===== src/rtl/game_state_link_tx_pkg.sv =====
// -----------------------------------------------------------------------------
// game_state_link_tx_pkg
// Definitions shared by the two-board link: the frame sync byte, the serial
// bit-phase encodings, the frame sequencer states and default timing.
// The slave-side receiver imports the same package so both ends agree on
// framing.
// No ports (package).
// -----------------------------------------------------------------------------
package game_state_link_tx_pkg;

    // First byte of every frame; lets the receiver find the frame boundary.
    localparam logic [7:0] LINK_SYNC_BYTE = 8'hA5;

    // 100 MHz system clock, 9600 baud.
    localparam int DEFAULT_CLKS_PER_BIT  = 10417;
    localparam int DEFAULT_PAYLOAD_BYTES = 4;

    // Bit phases of one serial byte. DONE is the post-frame marker shared with
    // the receiver; the byte serialiser itself never enters it.
    typedef enum logic [2:0] {
        IDLE,
        START,
        DATA,
        STOP,
        DONE
    } linkState_t;

    // Frame-level sequencing in the transmitter top.
    typedef enum logic [1:0] {
        FRAME_IDLE,
        FRAME_BODY,   // SYNC or a payload byte in flight
        FRAME_CHK,    // checksum byte in flight
        FRAME_DONE    // one-cycle completion pulse
    } frameState_t;

    // Counter width that stays legal when a bit lasts a single clock.
    function automatic int cntWidth(input int n);
        return (n > 1) ? $clog2(n) : 1;
    endfunction

endpackage


===== src/rtl/game_state_link_tx_uart_byte_tx.sv =====
// -----------------------------------------------------------------------------
// uart_byte_tx
// Serialises one byte as start bit (0), 8 data bits LSB first, stop bit (1),
// each bit held CLKS_PER_BIT clocks.
// Ports:
//   clk        in   system clock
//   reset      in   asynchronous active-high reset
//   start      in   load data and begin a byte on the next cycle; also
//                   accepted in the last stop-bit cycle for gapless bytes
//   data[7:0]  in   byte to send, sampled when start=1
//   tx         out  serial line, idle high
//   byte_done  out  high during the final cycle of the stop bit
// -----------------------------------------------------------------------------
module uart_byte_tx
    import game_state_link_tx_pkg::*;
#(
    parameter int CLKS_PER_BIT = DEFAULT_CLKS_PER_BIT
) (
    input  logic       clk,
    input  logic       reset,
    input  logic       start,
    input  logic [7:0] data,
    output logic       tx,
    output logic       byte_done
);

    localparam int              CNT_W    = cntWidth(CLKS_PER_BIT);
    localparam logic [CNT_W-1:0] CNT_LAST = CNT_W'(CLKS_PER_BIT - 1);

    linkState_t       state;
    linkState_t       stateNext;
    logic [CNT_W-1:0] bitCnt;
    logic [2:0]       dataIdx;
    logic [9:0]       shifter;
    logic             bitEnd;

    assign bitEnd    = (bitCnt == CNT_LAST);
    assign byte_done = (state == STOP) && bitEnd;

    // The shifter's LSB is the line itself; it refills with ones so the line
    // rests high once the stop bit has shifted out.
    assign tx = shifter[0];

    always_ff @(posedge clk or posedge reset) begin
        if (reset) begin
            state <= IDLE;
        end else begin
            state <= stateNext;
        end
    end

    always_comb begin
        stateNext = state;
        if (start) begin
            stateNext = START;
        end else begin
            case (state)
                START:   if (bitEnd) stateNext = DATA;
                DATA:    if (bitEnd && dataIdx == 3'd7) stateNext = STOP;
                STOP:    if (bitEnd) stateNext = IDLE;
                default: stateNext = IDLE;
            endcase
        end
    end

    always_ff @(posedge clk or posedge reset) begin
        if (reset) begin
            bitCnt  <= '0;
            dataIdx <= 3'd0;
            shifter <= '1;
        end else if (start) begin
            bitCnt  <= '0;
            dataIdx <= 3'd0;
            shifter <= {1'b1, data, 1'b0};
        end else if (state != IDLE) begin
            if (bitEnd) begin
                bitCnt  <= '0;
                shifter <= {1'b1, shifter[9:1]};
                // Wraps 7 -> 0 as DATA ends, ready for the next byte.
                if (state == DATA) begin
                    dataIdx <= dataIdx + 3'd1;
                end
            end else begin
                bitCnt <= bitCnt + 1'b1;
            end
        end
    end

endmodule


===== src/rtl/game_state_link_tx.sv =====
// -----------------------------------------------------------------------------
// game_state_link_tx
// Master-to-slave half of the two-board link. On request it latches a
// game-state snapshot and sends the frame SYNC(0xA5), payload bytes 0..N-1,
// CHK (XOR of the payload bytes) as back-to-back UART bytes on one Pmod wire.
// The line is held idle whenever the board is not master.
// Ports:
//   clk       in   system clock
//   reset     in   asynchronous active-high reset
//   isMaster  in   1 = this board drives the link; 0 aborts/disables sending
//   send      in   request to send the current payload (level or pulse)
//   payload   in   snapshot, byte k = payload[8k+7:8k]
//   busy      out  high while a frame is in flight
//   done      out  one-cycle pulse after the last stop bit of a full frame
//   tx        out  serial line to the slave, idle high
// -----------------------------------------------------------------------------
module game_state_link_tx
    import game_state_link_tx_pkg::*;
#(
    parameter int CLKS_PER_BIT  = DEFAULT_CLKS_PER_BIT,
    parameter int PAYLOAD_BYTES = DEFAULT_PAYLOAD_BYTES
) (
    input  logic                       clk,
    input  logic                       reset,
    input  logic                       isMaster,
    input  logic                       send,
    input  logic [8*PAYLOAD_BYTES-1:0] payload,
    output logic                       busy,
    output logic                       done,
    output logic                       tx
);

    // byteIdx = next payload byte to send; reaching this value means only CHK
    // remains, which keeps the index within 4 bits for up to 15 payload bytes.
    localparam logic [3:0] LAST_IDX = 4'(PAYLOAD_BYTES);

    frameState_t                frState;
    frameState_t                frNext;
    logic [3:0]                 byteIdx;
    logic [8*PAYLOAD_BYTES-1:0] payloadReg;
    logic                       accept;
    logic                       startByte;
    logic [7:0]                 byteData;
    logic                       byteDone;
    logic                       byteTx;
    logic [7:0]                 chk;

    function automatic logic [7:0] frameChk(input logic [8*PAYLOAD_BYTES-1:0] bytes);
        logic [7:0] acc;
        acc = 8'h00;
        for (int k = 0; k < PAYLOAD_BYTES; k++) begin
            acc = acc ^ bytes[8*k +: 8];
        end
        return acc;
    endfunction

    assign chk = frameChk(payloadReg);

    always_ff @(posedge clk or posedge reset) begin
        if (reset) begin
            frState <= FRAME_IDLE;
        end else begin
            frState <= frNext;
        end
    end

    always_comb begin
        frNext    = frState;
        accept    = 1'b0;
        startByte = 1'b0;
        byteData  = LINK_SYNC_BYTE;
        if (!isMaster) begin
            frNext = FRAME_IDLE;
        end else begin
            case (frState)
                FRAME_IDLE: begin
                    if (send) begin
                        accept    = 1'b1;
                        startByte = 1'b1;
                        frNext    = FRAME_BODY;
                    end
                end
                FRAME_BODY: begin
                    // Next byte is loaded in the final stop-bit cycle so
                    // bytes follow each other without a gap.
                    if (byteDone) begin
                        startByte = 1'b1;
                        if (byteIdx == LAST_IDX) begin
                            byteData = chk;
                            frNext   = FRAME_CHK;
                        end else begin
                            byteData = 8'(payloadReg >> {byteIdx, 3'b000});
                        end
                    end
                end
                FRAME_CHK: begin
                    if (byteDone) frNext = FRAME_DONE;
                end
                default: frNext = FRAME_IDLE;
            endcase
        end
    end

    always_ff @(posedge clk or posedge reset) begin
        if (reset) begin
            byteIdx <= 4'd0;
        end else if (!isMaster || accept) begin
            byteIdx <= 4'd0;
        end else if (frState == FRAME_BODY && byteDone && byteIdx != LAST_IDX) begin
            byteIdx <= byteIdx + 4'd1;
        end
    end

    // Snapshot register: only written on accept, so later payload changes
    // cannot disturb a frame in flight.
    always_ff @(posedge clk) begin
        if (accept) begin
            payloadReg <= payload;
        end
    end

    uart_byte_tx #(
        .CLKS_PER_BIT(CLKS_PER_BIT)
    ) byteTxInst (
        .clk      (clk),
        .reset    (reset),
        .start    (startByte),
        .data     (byteData),
        .tx       (byteTx),
        .byte_done(byteDone)
    );

    assign busy = (frState == FRAME_BODY) || (frState == FRAME_CHK);
    assign done = (frState == FRAME_DONE);

    // After an abort the serialiser may still be finishing its byte; the line
    // is forced idle outside a frame so the slave never sees that tail.
    assign tx = busy ? byteTx : 1'b1;

endmodule

===== config.mk =====
export PLATFORM = sky130hd
export DESIGN_NAME = game_state_link_tx
export DESIGN_NICKNAME = d
export VERILOG_FILES = /design/src/rtl/game_state_link_tx_pkg.sv /design/src/rtl/game_state_link_tx_uart_byte_tx.sv /design/src/rtl/game_state_link_tx.sv
export SDC_FILE = /design/constraint.sdc
export NUM_CORES = 1
export LEC_CHECK = 0
export ABC_AREA = 1
export BUFFER_PORTS_ARGS = -buffer_cell sky130_fd_sc_hd__buf_4
export CAP_MARGIN = 20
export CORE_MARGIN = 2
export CORE_UTILIZATION = 51
export CTS_CLUSTER_DIAMETER = 120
export CTS_CLUSTER_SIZE = 8
export DETAILED_ROUTE_END_ITERATION = 8
export GPL_TIMING_DRIVEN = 1
export PLACE_DENSITY = 0.82
export SLEW_MARGIN = 20
export SYNTH_ARGS = -nofsm -noshare
export SYNTH_HDL_FRONTEND = slang
export SYNTH_SLANG_ARGS = --single-unit
export TNS_END_PERCENT = 10

===== constraint.sdc =====
create_clock -name clk -period 5.35 [get_ports clk]
set_input_delay 1.605 -clock clk [delete_from_list [all_inputs] [get_ports clk]]
set_output_delay 1.605 -clock clk [all_outputs]
set_load 0.1 [all_outputs]

==> metrics.md <==
| Metric | Value |
|---|---|
| Layout area overhead | 14.8% |
| CTS tree | built |
| FILL cells | 641 |
| Total power | 1.86 mW |
| Bufs and invs on worst path | 2 |
| Initial DRT Pass Iterations | 5 |
| Largest net degree at the start of global routing | 35 |
| Setup bufs post-CTS | 0 |
| CP max stage delay | 0.42 ns |
| Post-layout net count | 551 |
| Die height | 90.6 um |
| Crit path cell chain | inv_1 > ha_1 > nand2_1 > buf_4 |
| Die Span X | 90.6 um |
| Vias | 3,200 |
| Unrepaired setup endpoints after global routing | no |
| Type of origin of the critical path | register |
| Die area | 0.00822 sq mm |
| Sequential area share after synthesis | 47.6% |
| DRT antenna net count | 0 |
| Setup crit end kind | output port |
| Req. time, crit path | 3.74 ns |
| WP depth | 4 |
| Gr usage total | 20.9% |
| Slew Limit Fails | 0 |
| Hold-fix buffers, CTS | 0 |
| Ratio of final minimum period to clock period | 59.3% |
| Vias in the first global route | 3,156 |
| Final Setup Violations | 0 |
| Root Driver | clkbuf_8 |
| Drt via density | 5.29 |
| Setup Skew | 0.0106 ns |
| Final Instance Area | 0.00440 sq mm |
| #FFs+latches synth | 66 |
| Worst Tran Pin Value | 0.668 ns |
| Clock Pin Slew Worst Setup and Hold Paths | 0.08 ns |
| Drt drc | 0 |
| Hold WS | 0.486 ns |
| Worst min path class | reg -> reg |
| Dpl hpwl | 5660 um |
| Placed cell area | 0.00419 sq mm |
| Peak Freq | 315 MHz |
| Count of cell types in the netlist | 31 |
| First-pass GRT wire length | 14,100 um |
| CTS buffer count | 9 |
| Cells after Synth | 463 |
| Core area | 0.00725 sq mm |
| Initial antenna violation count | 0 |
| Slew HR | 55.5% |
| Synthesized Nets | 513 |
| Worst Setup Path Type | reg -> out |
| Yosys Warn Count | 0 |
| Multi-input gate area | 0.00174 sq mm |
| Final GP Congestion | 0.827 |
| Synthesized area per cell | 8.27 sq um |
| Port bufs | 38 |
| Sink Count | 66 |
| Final Hold Fails | 0 |
| Remaining global-route overflow | 0 |
| Crit path DAT | 1.57 ns |
| Status | finished clean |
| WL final | 8180 um |
| PostCTS Resize Cnt | 0 |
| Critical path's top delay family | flip-flops |
| Crit path time final | 3.17 ns |
| Worst-path fanout max | 4 |
| Number of diodes | 0 |
| Slowest cell on crit path | dfrtp_1 |
| Register area | 0.00182 sq mm |
| Power density cells | 423 mW/mm^2 |
| Core Rows | 31 |
| Clock tree buffer depth | 2 |
| R2R depth | 9 |
| Htree depth | 3 |
| Setup TNS | 0 ns |
| P_leak | 2.06 nW |
| Worst VDD drop | 0.213 mV |
| Mapped Area | 0.00383 sq mm |
| DRT iter0 DRCs | 224 |
| Clk_lat worst skew | 0.35 ns |
| Hold Path Stages | 2 |
| Share of cells above drive strength 1 | 15.8% |
| Maxcap violations | 0 |
| DR WL/cell | 13.5 um |
| Initial Utilization | 52.8% |
| Fin util | 60.6% |
| IO Count | 39 |
## final timing paths
path	end	start	slack [ns]
worst max-delay path	tx	frState[0]	2.18
worst max register to register	byteIdx[0]	byteIdx[0]	2.46
worst min-delay path	byteTxInst.dataIdx[1]	byteTxInst.dataIdx[1]	0.49
min in group asynchronous	byteTxInst.state[0]	reset	1.35
worst min register to register	byteTxInst.dataIdx[1]	byteTxInst.dataIdx[1]	0.49
max in group asynchronous	byteTxInst.shifter[3]	reset	3.66
## cell usage in the layout (no fill, tap or decap)
cell type,netlist,final
nand4_1,10,10
bufinv_16,0,1
o22ai_1,3,3
o31ai_1,3,3
xnor2_1,11,11
nand2_2,4,4
clkinvlp_4,0,1
inv_2,2,2
dfrtp_1,25,25
clkinv_4,0,2
inv_1,52,52
clkbuf_8,0,9
nor2_1,40,39
o211ai_2,1,1
a22oi_1,1,1
nand2_4,1,1
edfxtp_1,32,32
nand3_1,46,46
inv_8,0,1
dfstp_2,9,9
nand2_1,126,126
nor2_2,2,3
ha_1,14,14
nor3b_1,1,1
or2_2,3,3
xor2_1,17,17
a21oi_1,4,4
buf_4,2,40
inv_6,0,2
o21ai_0,27,27
nor2_4,1,1
nor3_1,6,6
o211ai_1,9,9
## power breakdown
group	internal, mW	total [mW]	switching [mW]
Sequential	0.658	0.751	0.0930
Combinational	0.220	0.665	0.445
Clock	0.223	0.444	0.221
## cell type report
cell class,instances,share of cell area [%]
clock buffers,9,2.82
flip-flops and latches,66,41.5
multi-input cells,330,39.6
inverters,54,4.61
well taps,99,2.82
clock inverters,7,1.91
repair buffers,40,6.83
## cell usage after synthesis, drive strengths merged
cell type	number	area, sq um
a22oi	1	7.51
o211ai	10	80.1
o22ai	3	18.8
nand2	131	509
nand3	46	230
buf	6	40.0
nor2	43	174
a21oi	4	20.0
nor3b	1	7.51
clkbuf	7	26.3
nand4	10	62.6
dfrtp	25	626
xor2	17	149
dfstp	9	236
inv	54	203
xnor2	11	96.3
o21ai	27	135
edfxtp	32	961
ha	14	175
or2	3	18.8
o31ai	3	22.5
nor3	6	30.0
## flip-flops by register name, summed over array words and instances, names as in the netlist
register and count:
byteTxInst.state 2, payloadReg 32, byteTxInst.dataIdx 3, byteTxInst.shifter 9, byteTxInst.bitCnt 14, frState 2, byteIdx 4
## per-layer routing
metal | GRT usage (%) | share of wire (%) | vias up
met5 | 0 | 0 | -
met4 | 7.56 | 1.6 | 0
met3 | 4.17 | 4.9 | 14
met2 | 35.8 | 50 | 85
met1 | 26.3 | 44 | 1513
li1 | - | - | 1588
## through the flow
stage	setup WS, ns	instances
after floorplan	1.43	463
after global placement	2.23	589
after detailed placement	2.12	589
after CTS	2.15	605
after global routing	2.10	605
final	2.18	605
## cells by family (layout without fill, tap and decap cells)
logic type                 Yosys count  count (layout)  share of synthesized area, %
AOI/OAI and AO/OA                   48              48                          7.42
xor gates and xnor gates            28              28                          6.41
adders and majority gates           14              14                          4.58
buffers and inverters               67             110                          7.03
DFF                                 66              66                          47.6
and+or+nand+nor                    240             240                          27.0
## worst min-delay path, delay by kind of cell, from the launching register on
family	cells	cell delay, ns
simple gates	2	0.11
flops	1	0.35
No activity file was read; power rests on OpenSTA's default activity.
